[src/rtl/exec_unit_mc_if.sv]
// Handshake and data bundle between the ID/EX buffer, the execution unit and the memory stage.
// The master drives operations and the consume strobe; the slave (execution unit) drives results.
interface exec_unit_mc_if #(
  parameter int unsigned WIDTH  = 16,
  parameter int unsigned ADDR_W = 32
);
  logic                  in_valid;
  logic                  in_ready;
  logic [3:0]            op;
  logic [WIDTH-1:0]      a;
  logic [WIDTH-1:0]      b;
  logic                  flag_en;
  logic [2:0]            wb_addr;
  logic                  flush;
  logic                  out_valid;
  logic                  out_ready;
  logic [2*WIDTH-1:0]    result;
  logic [ADDR_W-1:0]     addr;
  logic [2:0]            wb_addr_out;
  logic [2:0]            flags;
  logic [ADDR_W-1:0]     sp;
  logic                  busy;

  modport master (
    output in_valid, op, a, b, flag_en, wb_addr, flush, out_ready,
    input  in_ready, out_valid, result, addr, wb_addr_out, flags, sp, busy
  );

  modport slave (
    input  in_valid, op, a, b, flag_en, wb_addr, flush, out_ready,
    output in_ready, out_valid, result, addr, wb_addr_out, flags, sp, busy
  );
endinterface

[src/rtl/exec_unit_mc.sv]
// Pipelined execution unit: single-cycle ALU/stack ops plus iterative shift-add multiply and
// restoring divide, with a registered EX/MEM output stage, flag register and stack pointer.
module exec_unit_mc #(
  parameter int unsigned       WIDTH   = 16,
  parameter int unsigned       ADDR_W  = 32,
  parameter logic [ADDR_W-1:0] SP_INIT = '1
) (
  input logic           clk,
  input logic           rst_n,
  exec_unit_mc_if.slave bus
);
  localparam int unsigned ShW  = $clog2(WIDTH);
  localparam int unsigned CntW = ShW + 1;

  localparam logic [3:0] OpAdd  = 4'd0;
  localparam logic [3:0] OpSub  = 4'd1;
  localparam logic [3:0] OpAnd  = 4'd2;
  localparam logic [3:0] OpOr   = 4'd3;
  localparam logic [3:0] OpShl  = 4'd4;
  localparam logic [3:0] OpShr  = 4'd5;
  localparam logic [3:0] OpMov  = 4'd6;
  localparam logic [3:0] OpNot  = 4'd7;
  localparam logic [3:0] OpMul  = 4'd8;
  localparam logic [3:0] OpDiv  = 4'd9;
  localparam logic [3:0] OpPush = 4'd10;
  localparam logic [3:0] OpPop  = 4'd11;

  typedef enum logic [1:0] {StIdle, StMul, StDiv} state_e;

  state_e              state_q;
  logic [CntW-1:0]     cnt_q;
  logic [2*WIDTH-1:0]  acc_q;        // MUL: {partial product, multiplier}; DIV: {rem, quot}
  logic [WIDTH-1:0]    opnd_q;       // multiplicand or divisor
  logic                pend_fe_q;
  logic [2:0]          pend_wb_q;
  logic [ADDR_W-1:0]   pend_addr_q;
  logic                out_valid_q;
  logic [2*WIDTH-1:0]  result_q;
  logic [ADDR_W-1:0]   addr_q;
  logic [ADDR_W-1:0]   sp_q;
  logic [2:0]          wb_q;
  logic [2:0]          flags_q;

  logic                free, accept, mc_done, div0;
  logic [WIDTH:0]      add_w, sub_w, shl_w;
  logic [ShW-1:0]      sh;
  logic [WIDTH-1:0]    alu_res;
  logic                alu_cf;
  logic [ADDR_W-1:0]   alu_addr, sp_next;
  logic [2*WIDTH-1:0]  sc_res;
  logic [WIDTH:0]      mul_sum, div_sh, div_diff;
  logic [2*WIDTH-1:0]  mul_nxt, div_nxt;
  logic                mc_cf;

  assign free         = !out_valid_q || bus.out_ready;
  assign bus.in_ready = (state_q == StIdle) && free && !bus.flush;
  assign accept       = bus.in_valid && bus.in_ready;
  assign mc_done      = (state_q != StIdle) && (cnt_q == CntW'(WIDTH));
  assign div0         = (bus.op == OpDiv) && (bus.b == '0);

  always_comb begin
    sh       = bus.b[ShW-1:0];
    add_w    = {1'b0, bus.a} + {1'b0, bus.b};
    sub_w    = {1'b0, bus.a} - {1'b0, bus.b};
    shl_w    = {1'b0, bus.a} << sh;  // bit WIDTH holds the last bit shifted out
    alu_res  = '0;
    alu_cf   = flags_q[1];
    alu_addr = ADDR_W'(bus.b);
    sp_next  = sp_q;
    case (bus.op)
      OpAdd:  begin alu_res = add_w[WIDTH-1:0]; alu_cf = add_w[WIDTH]; end
      OpSub:  begin alu_res = sub_w[WIDTH-1:0]; alu_cf = sub_w[WIDTH]; end
      OpAnd:  alu_res = bus.a & bus.b;
      OpOr:   alu_res = bus.a | bus.b;
      OpShl:  begin alu_res = shl_w[WIDTH-1:0]; alu_cf = shl_w[WIDTH]; end
      OpShr:  alu_res = bus.a >> sh;
      OpMov:  alu_res = bus.a;
      OpNot:  alu_res = ~bus.a;
      OpDiv:  alu_cf = 1'b1;
      OpPush: begin alu_res = bus.a; alu_addr = sp_q; sp_next = sp_q - ADDR_W'(1); end
      OpPop:  begin sp_next = sp_q + ADDR_W'(1); alu_addr = sp_q + ADDR_W'(1); end
      default: ;
    endcase
    sc_res = div0 ? {bus.a, {WIDTH{1'b1}}} : {{WIDTH{1'b0}}, alu_res};

    mul_sum  = {1'b0, acc_q[2*WIDTH-1:WIDTH]} + (acc_q[0] ? {1'b0, opnd_q} : '0);
    mul_nxt  = {mul_sum, acc_q[WIDTH-1:1]};
    div_sh   = {acc_q[2*WIDTH-1:WIDTH], acc_q[WIDTH-1]};
    div_diff = div_sh - {1'b0, opnd_q};
    div_nxt  = div_diff[WIDTH] ? {div_sh[WIDTH-1:0], acc_q[WIDTH-2:0], 1'b0}
                               : {div_diff[WIDTH-1:0], acc_q[WIDTH-2:0], 1'b1};
    mc_cf    = (state_q == StMul) ? |acc_q[2*WIDTH-1:WIDTH] : 1'b0;
  end

  always_ff @(posedge clk or negedge rst_n) begin
    if (!rst_n) begin
      state_q     <= StIdle;
      cnt_q       <= '0;
      acc_q       <= '0;
      opnd_q      <= '0;
      pend_fe_q   <= 1'b0;
      pend_wb_q   <= '0;
      pend_addr_q <= '0;
      out_valid_q <= 1'b0;
      result_q    <= '0;
      addr_q      <= '0;
      sp_q        <= SP_INIT;
      wb_q        <= '0;
      flags_q     <= '0;
    end else if (bus.flush) begin
      state_q     <= StIdle;
      out_valid_q <= 1'b0;
    end else begin
      if (out_valid_q && bus.out_ready) out_valid_q <= 1'b0;
      case (state_q)
        StIdle: begin
          if (accept) begin
            pend_fe_q   <= bus.flag_en;
            pend_wb_q   <= bus.wb_addr;
            pend_addr_q <= alu_addr;
            cnt_q       <= '0;
            if (bus.op == OpMul) begin
              state_q <= StMul;
              acc_q   <= {{WIDTH{1'b0}}, bus.b};
              opnd_q  <= bus.a;
            end else if (bus.op == OpDiv && !div0) begin
              state_q <= StDiv;
              acc_q   <= {{WIDTH{1'b0}}, bus.a};
              opnd_q  <= bus.b;
            end else begin
              out_valid_q <= 1'b1;
              result_q    <= sc_res;
              addr_q      <= alu_addr;
              wb_q        <= bus.wb_addr;
              sp_q        <= sp_next;
              if (bus.flag_en) begin
                flags_q <= {sc_res[WIDTH-1], alu_cf, sc_res[WIDTH-1:0] == '0};
              end
            end
          end
        end
        default: begin
          if (mc_done) begin
            // Result waits in acc_q until the output register can take it.
            if (free) begin
              state_q     <= StIdle;
              out_valid_q <= 1'b1;
              result_q    <= acc_q;
              addr_q      <= pend_addr_q;
              wb_q        <= pend_wb_q;
              if (pend_fe_q) begin
                flags_q <= {acc_q[WIDTH-1], mc_cf, acc_q[WIDTH-1:0] == '0};
              end
            end
          end else begin
            acc_q <= (state_q == StMul) ? mul_nxt : div_nxt;
            cnt_q <= cnt_q + CntW'(1);
          end
        end
      endcase
    end
  end

  assign bus.out_valid   = out_valid_q;
  assign bus.result      = result_q;
  assign bus.addr        = addr_q;
  assign bus.wb_addr_out = wb_q;
  assign bus.flags       = flags_q;
  assign bus.sp          = sp_q;
  assign bus.busy        = (state_q != StIdle);
endmodule

[src/flat_wrapper.sv]
// flat-port wrapper written by rule: the top's interface ports become plain ports
module exec_unit_mc_flat 
#(
  parameter int unsigned       WIDTH   = 16,
  parameter int unsigned       ADDR_W  = 32,
  parameter logic [ADDR_W-1:0] SP_INIT = '1
)
  (clk, rst_n, bus_in_valid, bus_op, bus_a, bus_b, bus_flag_en, bus_wb_addr, bus_flush, bus_out_ready, bus_in_ready, bus_out_valid, bus_result, bus_addr, bus_wb_addr_out, bus_flags, bus_sp, bus_busy);
  exec_unit_mc_if #(.WIDTH(WIDTH), .ADDR_W(ADDR_W)) bus_i ();
  input logic clk;
  input logic rst_n;
  input wire logic [$bits(bus_i.in_valid)-1:0] bus_in_valid;
  input wire logic [$bits(bus_i.op)-1:0] bus_op;
  input wire logic [$bits(bus_i.a)-1:0] bus_a;
  input wire logic [$bits(bus_i.b)-1:0] bus_b;
  input wire logic [$bits(bus_i.flag_en)-1:0] bus_flag_en;
  input wire logic [$bits(bus_i.wb_addr)-1:0] bus_wb_addr;
  input wire logic [$bits(bus_i.flush)-1:0] bus_flush;
  input wire logic [$bits(bus_i.out_ready)-1:0] bus_out_ready;
  output wire logic [$bits(bus_i.in_ready)-1:0] bus_in_ready;
  output wire logic [$bits(bus_i.out_valid)-1:0] bus_out_valid;
  output wire logic [$bits(bus_i.result)-1:0] bus_result;
  output wire logic [$bits(bus_i.addr)-1:0] bus_addr;
  output wire logic [$bits(bus_i.wb_addr_out)-1:0] bus_wb_addr_out;
  output wire logic [$bits(bus_i.flags)-1:0] bus_flags;
  output wire logic [$bits(bus_i.sp)-1:0] bus_sp;
  output wire logic [$bits(bus_i.busy)-1:0] bus_busy;
  assign bus_i.in_valid = bus_in_valid;
  assign bus_i.op = bus_op;
  assign bus_i.a = bus_a;
  assign bus_i.b = bus_b;
  assign bus_i.flag_en = bus_flag_en;
  assign bus_i.wb_addr = bus_wb_addr;
  assign bus_i.flush = bus_flush;
  assign bus_i.out_ready = bus_out_ready;
  assign bus_in_ready = bus_i.in_ready;
  assign bus_out_valid = bus_i.out_valid;
  assign bus_result = bus_i.result;
  assign bus_addr = bus_i.addr;
  assign bus_wb_addr_out = bus_i.wb_addr_out;
  assign bus_flags = bus_i.flags;
  assign bus_sp = bus_i.sp;
  assign bus_busy = bus_i.busy;
  exec_unit_mc #(.WIDTH(WIDTH), .ADDR_W(ADDR_W), .SP_INIT(SP_INIT)) u_core (.clk(clk), .rst_n(rst_n), .bus(bus_i));
endmodule
[config.mk]
export PLATFORM = sky130hd
export DESIGN_NAME = exec_unit_mc_flat
export DESIGN_NICKNAME = d
export VERILOG_FILES = /design/src/rtl/exec_unit_mc_if.sv /design/src/rtl/exec_unit_mc.sv /design/src/flat_wrapper.sv
export SDC_FILE = /design/constraint.sdc
export NUM_CORES = 1
export LEC_CHECK = 0
export BUFFER_PORTS_ARGS = -buffer_cell sky130_fd_sc_hd__buf_2
export CORE_MARGIN = 2
export CORE_UTILIZATION = 56
export CTS_CLUSTER_DIAMETER = 120
export DETAILED_ROUTE_END_ITERATION = 7
export HOLD_SLACK_MARGIN = 0.05
export PLACE_DENSITY = 0.73
export SLEW_MARGIN = 20
export SYNTH_ARGS = -nofsm -noshare
export SYNTH_HDL_FRONTEND = slang
export SYNTH_SLANG_ARGS = --single-unit
[constraint.sdc]
create_clock -name clk -period 4.4 [get_ports clk]
set_input_delay 0.44 -clock clk [delete_from_list [all_inputs] [get_ports clk]]
set_output_delay 0.44 -clock clk [all_outputs]
set_load 0.02 [all_outputs]
==> out/results.ini <==
[status]
status = finished clean

[layout]
area_growth_syn_to_layout_pct = 11.0
fin_nets = 2311
final_common_cell = nand2_1
fin_cells = 2576
drive_gt1_share_pct = 15.6
num-fill-cells = 2605
layout_common_cells = nand2_1, nor2_1, a21oi_1

[global_routing]
track_usage_pct = 40.3
grt_first_pass_wirelength_um = 94500
grt_pass1_vias = 16000
grt_start_max_net_pins = 117
antenna_found_initial = 2
grt-ovfl-total = 0

[pwr]
power.leakage_nw = 8.11
powerDensity_nw_per_um2 = 428
vdd_drop_max_mv = 0.447

[place]
gp_congestion = 1.06
port-buffer-count = 149
place_inst = 2540
dpl.hpwl_um = 45200

[clocking]
cts_max_path_buffers = 2
cts-htree-levels = 4
cts.repair.resized = 0
cts.sinks = 194
post_cts_buffers = 0
clkLatencyLatePin_ns = 0.47
path_clk_slew_ns = 0.09
numCtsBuffers = 17
cts-root-buf = clkbuf_16
cts_hold_buffers = 0
cts_tree = yes

[synthesis]
synth_ff_type = dfrtp_1
synthDistinctLibCells = 86
syn_area_per_cell_um2 = 7.77
synth_edf_count = 0
synth_fp_nets = 2236
syn_inst = 2102
async_flop_share_pct = 100
ys_seq_area_share_pct = 30.0
yosys_register_bits = 194
yosysWarnings = 0
syn-cell-area_um2 = 16300

[worst_setup_path]
critPathSlowestCell = o41ai_2
r2r_start = u_core.acc_q[15]
crit_family = compound AO/OA/AOI/OAI gates
path_buf_inv = 4
critPathCaptureType = flip-flop
required_ns = 4.72
cp_num_cells = 14
cp_slowest_stage_delay_ns = 0.53
r2r_cells = 14
cp_data_arrival_time_ns = 4.06
worstPathMaxFanout = 17
path_class = flip-flop to flip-flop
cp_common_cell = inv_1
cp-start-kind = flip-flop
cp_cell_sequence = inv_1 -> ha_1 -> inv_1 -> fa_1 -> a211oi_1 -> or2_1 -> o21ai_0 -> o41ai_2 -> o211ai_1 -> o311a_1 -> buf_4 -> inv_2 -> mux2i_1 -> a31oi_1
startpoint = u_core.acc_q[15]

[floorplanning]
die_h_um = 175
start_util_pct = 56.9
dieArea_um2 = 30500
core_area_um2 = 28700
num_rows = 62
die_x_um = 175
boundaryPins = 150

[sta]
fin_crit_sh_pct = 85.1
max_slew_margin_pct = 25.7
min_period_ns = 3.74
totalNegativeSetupSlack_ns = 0
fmax_ghz = 0.267
finalSetupViolCount = 0
drv_slew = 0
hold_viol = 0
rsz0062_at_grt = no
skew_ns = 0.0182
tightestPinTransition_ns = 1.11

[drt]
drc = 0
drtPass1Iterations = 6
via_per_inst = 6.65
drtIter0Drc = 1984
num_vias = 17100
avgRoutedWirePerCell_um = 24.2
antenna_left = 0
wirelength_um = 62200

[hold_path]
hold_class = input port to flip-flop
hp-start = bus_wb_addr[1]
min_path_cells = 3

[job]
max_cap_viol_count = 0

path summary, 6_finish.rpt:
check	to	slack, ns
min in group asynchronous	u_core.bus.result[12]	0.47
min	u_core.pend_wb_q[1]	0.18
max reg2reg	u_core.acc_q[31]	0.66
min reg2reg	u_core.pend_addr_q[30]	0.48
max in group asynchronous	u_core.bus.sp[2]	3.14
max	u_core.acc_q[31]	0.66
metrics by stage:
stage	setup WS (ns)	hold slack [ns]	power [mW]	instance area (um^2)	utilization, %
floorplan	1.27	0.144	4.97	16300	-
global placement	0.750	0.451	5.93	17500	60.8
detailed placement	0.717	0.461	6.02	17500	60.8
CTS	0.708	0.168	7.68	18100	63.0
global route	0.489	0.189	8.16	18100	63.1
finish	0.658	0.182	7.75	18100	63.1
final cells by class:
class	count	area [um^2]	area share (%)
clock buffer	17	425	2.35
tap	384	480	2.65
sequential	194	4890	27.0
inverter	82	308	1.70
clock inverter	15	195	1.08
multi-input combinational	1671	10500	58.2
antenna	2	5.00	0.0276
timing repair buffer	211	1270	7.00
power by group:
group / internal (mW) / switching [mW] / leakage [nW] / total, mW
logic: 1.29 / 2.06 / 5.41 / 3.35
registers: 2.20 / 0.566 / 2.40 / 2.76
clock network: 0.783 / 0.857 / 0.301 / 1.64
flip-flops by register name, summed over array words and instances (netlist names), 2 cells and up:
signal,flops
u_core.bus.result,32
u_core.opnd_q,16
u_core.cnt_q,5
u_core.pend_wb_q,3
u_core.acc_q,32
u_core.bus.wb_addr_out,3
u_core.bus.flags,3
u_core.bus.addr,32
u_core.pend_addr_q,32
u_core.state_q,2
u_core.bus.sp,32
logic make-up (layout without fill, tap and decap cells):
logic type	after synthesis	in the layout	synth area share [%]
adders and majority gates	89	89	7.00
AOI/OAI and AO/OA	581	581	22.5
other	0	2	0
buffers and inverters	237	325	5.63
muxes	61	61	5.70
DFF	194	194	30.0
xor gates and xnor gates	93	93	4.99
and+or+nand+nor	847	847	24.2
cells in the mapped netlist (18+ instances only):
cell type / number / area, um^2
nand3_1: 49 / 245
a221oi_1: 21 / 184
a21oi_1: 173 / 866
o21ai_0: 151 / 756
nand2_1: 310 / 1160
nor2b_1: 20 / 125
nor2_1: 231 / 867
a31oi_1: 37 / 231
nor4_1: 32 / 200
dfstp_2: 32 / 841
ha_1: 85 / 1060
o211ai_1: 18 / 135
clkbuf_1: 125 / 469
xor2_1: 39 / 342
dfrtp_1: 162 / 4050
o31ai_1: 18 / 135
nor3_1: 53 / 265
xnor2_1: 54 / 473
mux2i_1: 21 / 210
inv_1: 78 / 293
and2_1: 32 / 200
mux4_2: 24 / 541
nand4_1: 25 / 156
tightest hold or removal path, delay by kind of cell:
family	cells	cell delay (ns)
buffers and inverters	1	0.09
and+or+nand+nor	2	0.09
metal layers:
layer | vias to the layer above | part of all wire [%] | global-route usage, %
met5 | - | 0 | 0
met4 | 0 | 5.6 | 20.5
met3 | 205 | 11 | 10.0
met2 | 1013 | 44 | 61.9
met1 | 8245 | 39 | 53.1
li1 | 7657 | - | -
(Power assumes the default switching activity.)
